===== config.mk =====
export PLATFORM = sky130hd
export DESIGN_NAME = wide_add_sequencer
export DESIGN_NICKNAME = d
export VERILOG_FILES = /design/src/rtl/wide_add_sequencer.sv
export SDC_FILE = /design/constraint.sdc
export NUM_CORES = 1
export LEC_CHECK = 0
export ABC_AREA = 1
export CAP_MARGIN = 10
export CORE_ASPECT_RATIO = 0.9
export CORE_UTILIZATION = 50
export DETAILED_ROUTE_END_ITERATION = 7
export PLACE_DENSITY = 0.89
export SYNTH_ARGS = -nofsm -noshare
export SYNTH_HDL_FRONTEND = slang
export SYNTH_SLANG_ARGS = --single-unit

===== constraint.sdc =====
create_clock -name clk -period 6.45 [get_ports clk]
set_clock_uncertainty 0.2 [all_clocks]
set_input_delay 1.29 -clock clk [delete_from_list [all_inputs] [get_ports clk]]
set_output_delay 1.29 -clock clk [all_outputs]
set_load 0.05 [all_outputs]

===== src/rtl/wide_add_sequencer.sv =====
// Byte-serial WIDTH-bit adder: one shared 8-bit ripple adder, LSB byte first, carry chained in a register.
// Optional subtract mode is compiled in with `define SUB_EN.
module wide_add_sequencer #(
    parameter int unsigned NBYTES = 4
) (
    input  logic                  clk,
    input  logic                  rst,
    input  logic                  in_valid,
    output logic                  in_ready,
    input  logic [8*NBYTES-1:0]   op_a,
    input  logic [8*NBYTES-1:0]   op_b,
    input  logic                  cin,
    input  logic                  op_sub,
    output logic                  out_valid,
    input  logic                  out_ready,
    output logic [8*NBYTES-1:0]   sum,
    output logic                  cout,
    output logic                  ovf
);

    localparam int unsigned WIDTH = 8 * NBYTES;
    localparam int unsigned IDXW  = (NBYTES > 1) ? $clog2(NBYTES) : 1;
    localparam logic [IDXW-1:0] LAST_IDX = IDXW'(NBYTES - 1);

    typedef enum logic [1:0] {
        IDLE = 2'd0,
        RUN  = 2'd1,
        DONE = 2'd2
    } state_t;

    state_t            state;
    logic [IDXW-1:0]   idx;
    logic              carry;
    logic [WIDTH-1:0]  a_reg;
    logic [WIDTH-1:0]  b_reg;

    logic [WIDTH-1:0]  b_eff_c;
    logic              cin_eff_c;
    logic [7:0]        a_byte_c;
    logic [7:0]        b_byte_c;
    logic [8:0]        byte_sum_c;

    // B is stored already inverted for subtraction, so the datapath is always an add
`ifdef SUB_EN
    assign b_eff_c   = op_sub ? ~op_b : op_b;
    assign cin_eff_c = op_sub ? 1'b1 : cin;
`else
    logic unused_op_sub_c;
    assign unused_op_sub_c = op_sub;
    assign b_eff_c   = op_b;
    assign cin_eff_c = cin;
`endif

    assign a_byte_c   = a_reg[{idx, 3'b000} +: 8];
    assign b_byte_c   = b_reg[{idx, 3'b000} +: 8];
    assign byte_sum_c = 9'(a_byte_c) + 9'(b_byte_c) + 9'(carry);

    always_ff @(posedge clk) begin
        if (rst) begin
            state     <= IDLE;
            idx       <= '0;
            carry     <= 1'b0;
            a_reg     <= '0;
            b_reg     <= '0;
            in_ready  <= 1'b1;
            out_valid <= 1'b0;
            sum       <= '0;
            cout      <= 1'b0;
            ovf       <= 1'b0;
        end else begin
            case (state)
                IDLE: begin
                    if (in_valid) begin
                        a_reg    <= op_a;
                        b_reg    <= b_eff_c;
                        carry    <= cin_eff_c;
                        idx      <= '0;
                        in_ready <= 1'b0;
                        state    <= RUN;
                    end
                end
                RUN: begin
                    sum[{idx, 3'b000} +: 8] <= byte_sum_c[7:0];
                    carry <= byte_sum_c[8];
                    if (idx == LAST_IDX) begin
                        // Sum MSB comes straight from the adder; the sum register lags a cycle
                        cout      <= byte_sum_c[8];
                        ovf       <= (a_reg[WIDTH-1] == b_reg[WIDTH-1]) &
                                     (byte_sum_c[7] != a_reg[WIDTH-1]);
                        idx       <= '0;
                        out_valid <= 1'b1;
                        state     <= DONE;
                    end else begin
                        idx <= IDXW'(idx + 1'b1);
                    end
                end
                DONE: begin
                    if (out_ready) begin
                        out_valid <= 1'b0;
                        in_ready  <= 1'b1;
                        state     <= IDLE;
                    end
                end
                default: begin
                    state     <= IDLE;
                    in_ready  <= 1'b1;
                    out_valid <= 1'b0;
                end
            endcase
        end
    end

endmodule


==> metrics <==
status=finished clean; Worst setup EP type=flop; pwr dens=roughly 260 nW/um2; number of port buffers=between 100 and 150; slew margin rel.=around a third; WHS Path Cells=2; Pwr Total=roughly 1.5 mW; synth unique cells=30; hold slack=~0.27 ns; fin. max-slew vios=0; Post-synth EDFFs=0; Peak VDD IR=0.0001521 V; initial antenna violation count=0; clk sinks=105; routed vias=around 4500; Reg2Reg Capture Point=sum[14]; Syn Inst Count=roughly 630; Critical Path RT=between 6 and 7 ns; P_leak=between 2 and 2.5 nW; main flop type after synthesis=dfxtp_1; P&R area growth vs syn=28.24%; leading cell types by count after synthesis=nor2_1 (177), dfxtp_1 (105), o21ai_0 (98); crit path time final=between 3 and 4 ns; placed cell area=between 5000 and 6000 um2; Reg-to-Reg Start=idx[1]; vias in the first global route=between 4000 and 5000; Crit path depth=14; ratio of final minimum period to clock period=approximately three fifths; Die Area=between 9000 and 10000 um2; Top delay family on crit path=simple AND/OR/NAND/NOR gates; 1st-iter DRT viols=between 150 and 200; HP Start=sum[11]; Antenna Cells=0; root buf cell=clkbuf_8; Synth top area share=a little under half; DR DRC count=0; r2r setup slk=between 2 and 3 ns; global-route wire length before repair=18900 um; DR WL/cell=roughly 14 um; hold_buf cts=0; total core area=about 9000 um2; design area=5932 um2; cell with the most instances after synthesis=nor2_1; Post-CTS Setup Bufs=0; DRT antenna net count=0; DP HPWL=approximately 8000 um; width of the die=103.4 um; Crit Path Max Fanout=21; syn_area_per_cell=approximately 7.3 um2; final WL=roughly 12000 um; Tot GR Track Use=25.08%; HP Class=reg2reg; vias per cell=about 5.4; CP peak stage delay=0.81 ns; CP Cell Sequence=inv_1, o21ai_0, o22ai_1, fa_1, fa_1, nand2_1, nand2_1, nand3_1, nand2_1, nand2_1, nand3_1, nor2_1, nand2_1, a21oi_1; top post-synthesis cells by area=dfxtp_1 (45%), nor2_1 (14%), o21ai_0 (11%), nand2_1 (6.2%), a21oi_1 (3.9%); startpoint types=flop; CTS Buf Count=9; Ys Warns=0; H-tree depth=3; Synth Register Bits=approximately 110; largest net degree at the start of global routing=70; fmax=between 0.2 and 0.3 GHz; row count=32; final setup fails=0; Worst-Skew Late Latency=0.37 ns; final hold viol count=0; layout cells sized above 1=between 4 and 5%; Setup Crit Path Kind=reg2reg; syn_nets=roughly 720; ys async rst share=0%; Clock transition at path regs=approximately 0.09 ns; critical path arrival=3.92 ns; RePlAce Congestion=~0.9; cts repair resizes=0; CTS Buffer Depth=2; RSZ-0062 raised after global routing=no; initial core utilization=between 50 and 60%; fill count=703; CP most frequent cell=nand2_1; max-cap viol count=0; worst reg2reg path depth=14; grt total ovfl=0; total iterations of the first detailed-routing run=5; hold endpoint=sum[11]; Nets=801; TritonCTS clock tree=done; Die Y=between 90 and 100 um; IO Count=about 110; CP max-delay cell=dfxtp_1; Synth area leader=dfxtp_1; setup TNS=0 ns; worst slew pin tran=1.028 ns; sequential area share after synthesis=45.44%; mapped cell area=4626 um2; Worst Path Buf+Inv=1
[through the flow]
step	utilization [%]	setup WS, ns	std cells
2_1_floorplan	-	3.535	634
3_3_place_gp	64.95	2.899	824
3_5_place_dp	64.95	2.788	824
4_1_cts	67.65	2.739	840
5_1_grt	67.65	2.399	840
6_report	67.65	2.630	840
[layout by cell type (no fill, tap or decap), types with 2 or more instances in the layout]
cell / count
fa_1: 2
a21oi_1: 36
o22ai_1: 16
nor2_4: 4
o21ai_0: 98
clkdlybuf4s50_1: 104
inv_1: 19
bufinv_16: 2
nor2_1: 177
dfxtp_1: 105
nand2_1: 76
a22oi_1: 4
buf_4: 5
o21a_1: 2
nand3_1: 19
clkbuf_8: 11
or2_2: 2
ha_1: 13
inv_2: 2
nand4_1: 9
xor2_1: 2
[final cells by class]
cell class	instances	area, um2	area share [%]
Timing Repair Buffer	109	1079	18.18
Sequential cell	105	2102	35.44
Multi-Input combinational cell	470	2287	38.56
Clock inverter	5	85.08	1.434
Inverter	21	78.83	1.329
Clock buffer	11	151.4	2.552
Tap cell	119	148.9	2.510
[worst max-delay path by stage]
stage	start	to	slack [ns]
detailed placement	idx[1]	sum[14]	2.79
finish	idx[1]	sum[14]	2.63
global placement	idx[1]	sum[14]	2.90
floorplan	idx[0]	sum[14]	3.53
global route	idx[0]	sum[30]	2.40
CTS	idx[0]	sum[14]	2.74
[power breakdown]
group / leakage [nW] / internal (mW) / switching (mW)
clock: 0.116 / 0.242 / 0.218
combinational: 1.35 / 0.132 / 0.221
sequential: 0.862 / 0.689 / 0.0222
[worst min-delay path: stages, from the launching register on]
cell,delay [ns]
dfxtp_1,0.32
nand2_1,0.06
a21oi_1,0.05
[layer usage]
layer  share of wire (%)  vias up  wire (um)  GRT usage [%]
li1                    -     2253          -              -
met1                  44     2082       5081          30.71
met2                  49      154       5624          42.99
met3                 5.2       24        599          5.082
met4                 2.0        0        235          9.390
met5                   0        -          0              0
[cell families (layout without fill, tap and decap cells)]
logic type	Yosys count	after routing	synth area share (%)
compound gates	159	159	18.12
xor+xnor	3	3	0.5681
fa+ha+maj	15	15	4.382
buf+inv	59	146	5.112
simple gates	293	293	26.37
flops	105	105	45.44
Power figures use the tool's default switching activity.
